===== src/rtl/ascii_sym_decoder.sv =====
// ascii_sym_decoder: filters a sampled ASCII bus, decodes 'A'-'F','0'-'9' to a 4-bit index, checks +1 sequence.
// Latency: sym_valid rises STABLE_CYCLES-1 edges after the first edge sampling a new character.
// Backpressure: none; the bus is sampled every cycle. Optional macro SYM_DEC_ERR_CLEAR_EN adds err_clr.
module ascii_sym_decoder #(
  parameter int STABLE_CYCLES = 4,
  parameter int ERR_W         = 8
) (
  input  logic             clk,
  input  logic             rst_n,
`ifdef SYM_DEC_ERR_CLEAR_EN
  input  logic             err_clr,
`endif
  input  logic [7:0]       char_in,
  output logic             sym_valid,
  output logic [3:0]       sym_value,
  output logic             sym_legal,
  output logic             seq_ok,
  output logic             locked,
  output logic [ERR_W-1:0] err_count
);

  localparam logic [7:0] STABLE_N  = 8'(STABLE_CYCLES);
  localparam logic [7:0] STABLE_M1 = 8'(STABLE_CYCLES - 1);

  logic [7:0]       r_cand;
  logic [7:0]       r_cnt;
  logic [7:0]       r_last;
  logic             r_have_last;
  logic             r_sym_valid;
  logic [3:0]       r_sym_value;
  logic             r_sym_legal;
  logic             r_seq_ok;
  logic             r_locked;
  logic [ERR_W-1:0] r_err;

  logic             w_qual;
  logic             w_accept;
  logic             w_legal;
  logic [3:0]       w_value;
  logic [3:0]       w_next;
  logic             w_err_inc;
  logic             w_err_clr;

`ifdef SYM_DEC_ERR_CLEAR_EN
  assign w_err_clr = err_clr;
`else
  assign w_err_clr = 1'b0;
`endif

  // A change restarts the run at one sample; the run qualifies on its STABLE_CYCLES-th sample only,
  // since the counter saturates and a held character never re-qualifies.
  assign w_qual = (char_in != r_cand) ? (STABLE_CYCLES == 1) : (r_cnt == STABLE_M1);

  // Blank (8'h00) is ignored, and so is a return to the character we already reported.
  assign w_accept = w_qual && (char_in != 8'h00) && (!r_have_last || (char_in != r_last));

  assign w_next = r_sym_value + 4'd1;

  // Alphabet decode: 'A'-'F' -> 0-5, '0'-'9' -> 6-15, anything else illegal with value 0.
  always_comb begin
    w_legal = 1'b0;
    w_value = 4'd0;
    if (char_in >= 8'h41 && char_in <= 8'h46) begin
      w_legal = 1'b1;
      w_value = 4'(char_in - 8'h41);
    end else if (char_in >= 8'h30 && char_in <= 8'h39) begin
      w_legal = 1'b1;
      w_value = 4'(char_in - 8'h30 + 8'd6);
    end
  end

  // Errors: any illegal char, or a legal char breaking the +1 chain while locked.
  assign w_err_inc = w_accept && (!w_legal || (r_locked && (w_value != w_next)));

  // Stability filter: candidate character and its consecutive-sample count.
  always_ff @(posedge clk or negedge rst_n) begin
    if (!rst_n) begin
      r_cand <= 8'h00;
      r_cnt  <= 8'd0;
    end else if (char_in != r_cand) begin
      r_cand <= char_in;
      r_cnt  <= 8'd1;
    end else if (r_cnt < STABLE_N) begin
      r_cnt <= r_cnt + 8'd1;
    end
  end

  // Symbol state: updated only on acceptance; a mismatch resyncs prev to the new value.
  always_ff @(posedge clk or negedge rst_n) begin
    if (!rst_n) begin
      r_last      <= 8'h00;
      r_have_last <= 1'b0;
      r_sym_valid <= 1'b0;
      r_sym_value <= 4'd0;
      r_sym_legal <= 1'b0;
      r_seq_ok    <= 1'b0;
      r_locked    <= 1'b0;
    end else begin
      r_sym_valid <= w_accept;
      if (w_accept) begin
        r_last      <= char_in;
        r_have_last <= 1'b1;
        r_sym_value <= w_value;
        r_sym_legal <= w_legal;
        if (w_legal) begin
          r_seq_ok <= r_locked && (w_value == w_next);
          r_locked <= 1'b1;
        end else begin
          r_seq_ok <= 1'b0;
          r_locked <= 1'b0;
        end
      end
    end
  end

  // Saturating error counter; a clear wins over a same-cycle increment.
  always_ff @(posedge clk or negedge rst_n) begin
    if (!rst_n) begin
      r_err <= '0;
    end else if (w_err_clr) begin
      r_err <= '0;
    end else if (w_err_inc && (r_err != {ERR_W{1'b1}})) begin
      r_err <= r_err + 1'b1;
    end
  end

  assign sym_valid = r_sym_valid;
  assign sym_value = r_sym_value;
  assign sym_legal = r_sym_legal;
  assign seq_ok    = r_seq_ok;
  assign locked    = r_locked;
  assign err_count = r_err;

endmodule


===== config.mk =====
export PLATFORM = sky130hd
export DESIGN_NAME = ascii_sym_decoder
export DESIGN_NICKNAME = d
export VERILOG_FILES = /design/src/rtl/ascii_sym_decoder.sv
export SDC_FILE = /design/constraint.sdc
export NUM_CORES = 1
export LEC_CHECK = 0
export CAP_MARGIN = 30
export CORE_MARGIN = 8
export CORE_UTILIZATION = 63
export DETAILED_ROUTE_END_ITERATION = 10
export DONT_BUFFER_PORTS = 1
export PLACE_DENSITY = 0.76
export SLEW_MARGIN = 25
export SYNTH_ARGS = -nofsm -noshare
export SYNTH_HDL_FRONTEND = slang
export SYNTH_SLANG_ARGS = --single-unit

===== constraint.sdc =====
create_clock -name clk -period 2.8 [get_ports clk]
set_input_delay 0.56 -clock clk [delete_from_list [all_inputs] [get_ports clk]]
set_output_delay 0.56 -clock clk [all_outputs]
set_load 0.02 [all_outputs]

==> results by group <==
Final layout
  – # nets final: 201
  – Share of layout cells above drive strength 1: 20.1%
  – Post-layout util: 68.3%
  – Fillers: 270
  – Post-layout instance area: 0.00228 mm^2
  – Area Growth Syn to Fin: 4.29%
  – Inserted Diodes: 0

Clock tree
  – Clock sink count: 40
  – CTS root buf: clkbuf_4
  – CTS tree: built
  – Clk_lat worst skew: about 350 ps
  – CTS buffer count: 5
  – Worst-path clk slew: 110 ps
  – CTS hold repair buffers: 1
  – Post_cts resized: 0
  – H-tree depth: 2
  – Clk buf depth: 2
  – Setup Buffers After CTS: 0

Logic synthesis
  – Synthesized flop and latch total: 40
  – Async S/R FF share, synth: 100%
  – Synth top area cells: dfrtp_1 46%, xnor2_1 6.8%, xor2_1 4.8%
  – Largest area contributor in the netlist: dfrtp_1
  – Register area share after synthesis: 45.8%
  – Post-synth EDFFs: 0
  – Synth top area share: 45.8%
  – Yosys cell types: 50
  – Post-Synthesis Cells: between 150 and 200
  – Synth Flop Type: dfrtp_1
  – Syn Area/Cell: 11.6 um^2
  – Netlist Area Pre-Place: 0.00219 mm^2
  – Mapped Nets: 206
  – Warnings, synthesis: 0

Placement
  – Dpl hpwl: 2.98 mm
  – Placed Area: 0.00218 mm^2
  – DP Worst Slack: 92.6 ps
  – Gpl congestion: 0.869
  – I/O Buffers: 0

Power and ir drop
  – Power, Total: between 1000 and 1500 uW
  – P_leak: 0.00104 uW
  – Power per cell area: 451 mW/mm^2
  – Peak supply drop: 0.360 mV

GRT
  – Vias in the first global route: 1397
  – Grt ovf: 0
  – Initial antenna violation count: 0
  – All-Layer GR Usage: 16.1%
  – Pin count of the biggest net entering global routing: 41
  – First-pass GRT wire length: roughly 6.7 mm

Setup path
  – Critical path capture point type: flip-flop
  – Setup slack, reg-to-reg: ~320 ps
  – Worst Path Required: about 3000 ps
  – Critical path startpoint category: flip-flop
  – Reg2Reg Depth: 7
  – Worst-path maximum fanout: 9
  – Worst r2r src: r_cnt[3]
  – Crit Path Class: reg2reg
  – Reg2reg end: err_count[1]
  – Worst Path Arrival: roughly 2700 ps

Route
  – Initial DRC count: 71
  – DR vias: 1326
  – Drt total wl: 3.96 mm
  – Drt pass-1 iters: 4
  – Post-route ant nets: 0
  – Drt wl/cell: 17.2 um
  – Drt drc: 0
  – Via density: 5.77

Floorplan
  – Cell row count: 21
  – # IOs: 26
  – Die Y: 74.9 um
  – Core ar.: ~0.0033 mm^2
  – Initial Utilization: 65.5%
  – Die width: 74.9 um
  – Die footprint: roughly 0.0056 mm^2

STA
  – Worst rel slew slack: roughly three fifths
  – Hold Vio Cnt, Final: 0
  – RSZ-0062 raised after global routing: false
  – Fin crit share: 88.6%
  – Worst Slack Setup Final: 320 ps
  – Post-layout min period: between 2000 and 2500 ps
  – Clock skew: about 4.7 ps
  – Least-Margin Pin Slew: roughly 620 ps
  – Max Clk Rate: 403 MHz
  – TNS Setup: 0 ps
  – Final setup violation count: 0
  – Slew Viols, Final: 0

Outcome
  – Status: complete, no violations

Worst hold path
  – Hold WC Path Type: in2async

Flow run
  – Max-cap check violation count: 0
==> worst max-delay path, stage by stage, from the launching register on <==
cell and delay (ps):
dfrtp_1 390, or4_4 550, nor4b_4 370, nand4_4 230
a31oi_4 240, o211a_4 240, nand2_4 70, mux2_4 300
==> area by class of cell <==
| class | instances | area, um^2 | area share (%) |
|---|---|---|---|
| inverter | 6 | 22.5 | 0.988 |
| clock buffer | 6 | 41.3 | 1.81 |
| timing repair buffer | 3 | 35.0 | 1.54 |
| multi-input combinational | 127 | 1090 | 47.7 |
| sequential | 40 | 1000 | 43.9 |
| clock inverter | 2 | 35.0 | 1.54 |
| tap | 46 | 57.6 | 2.52 |
==> sequential cells by signal, indices dropped and copies added, names as in the netlist <==
signal / count
seq_ok: 1
sym_legal: 1
err_count: 8
r_have_last: 1
sym_valid: 1
r_cnt: 8
r_last: 8
r_cand: 8
sym_value: 4
==> per-layer routing <==
layer	track usage [%]	part of all wire (%)	vias to the layer above
li1	-	-	639
met1	19.0	42	650
met2	24.9	48	30
met3	6.39	8.5	7
met4	7.83	2.4	0
met5	0	0	-
==> placed cells by master (no fill, tap or decap), types with 4 or more instances in the layout <==
master	n
nand4_1	5
nor2_1	7
dfrtp_1	40
mux2_2	6
ha_1	7
xnor2_1	17
nand3_1	7
inv_1	5
clkbuf_4	5
nand2_1	10
a21oi_1	4
and3_1	7
nor3_1	4
xor2_1	12
o21ai_0	5
==> where the power goes <==
part,internal [uW],switching (uW),total [uW]
sequential,584,3.47,587
combinational,29.3,41.6,70.9
clock,187,182,369
total,800,227,1030
==> synthesized netlist by cell type (2+ instances only) <==
library cell	count
and3_1	7
inv_1	6
a21oi_1	4
mux2i_1	2
and2_1	2
nor2_1	7
o21ai_0	5
xnor2_1	17
clkbuf_1	7
nand2_1	10
buf_6	2
nor3_1	4
nand4_1	5
ha_1	8
dfrtp_1	40
or4_4	2
nand4b_1	2
nand2b_1	2
xor2_1	12
and4_1	2
mux2_2	6
nand3_1	7
a22oi_1	2
==> stage by stage <==
| step | hold slack, ps | cells |
|---|---|---|
| after global routing | 25.6 | 230 |
| final | 33.6 | 230 |
| after global placement | 266 | 221 |
| after floorplan | 264 | 188 |
| after detailed placement | 266 | 221 |
| after CTS | 31.8 | 230 |
==> cells by family (layout without fill, tap and decap cells) <==
group,Yosys count,in the layout,share of synthesized area [%]
AO/OA/AOI/OAI,22,22,9.33
XOR/XNOR,30,30,12.4
adder cells (fa/ha/maj),8,8,4.58
buffers and inverters,21,17,5.61
flip-flops,40,40,45.8
multiplexers,9,9,4.69
AND/OR/NAND/NOR,58,58,17.6
==> worst max-delay path by stage <==
| stage | start | end | cells after the start |
|---|---|---|---|
| 2_1_floorplan | char_in[1] | err_count[1] | 10 |
| 3_3_place_gp | char_in[3] | err_count[1] | 7 |
| 3_5_place_dp | char_in[3] | err_count[1] | 7 |
| 4_1_cts | r_cnt[3] | err_count[1] | 7 |
| 5_1_grt | r_cnt[3] | err_count[1] | 7 |
| 6_report | r_cnt[3] | err_count[1] | 7 |
No activity file was read; power rests on OpenSTA's default activity.
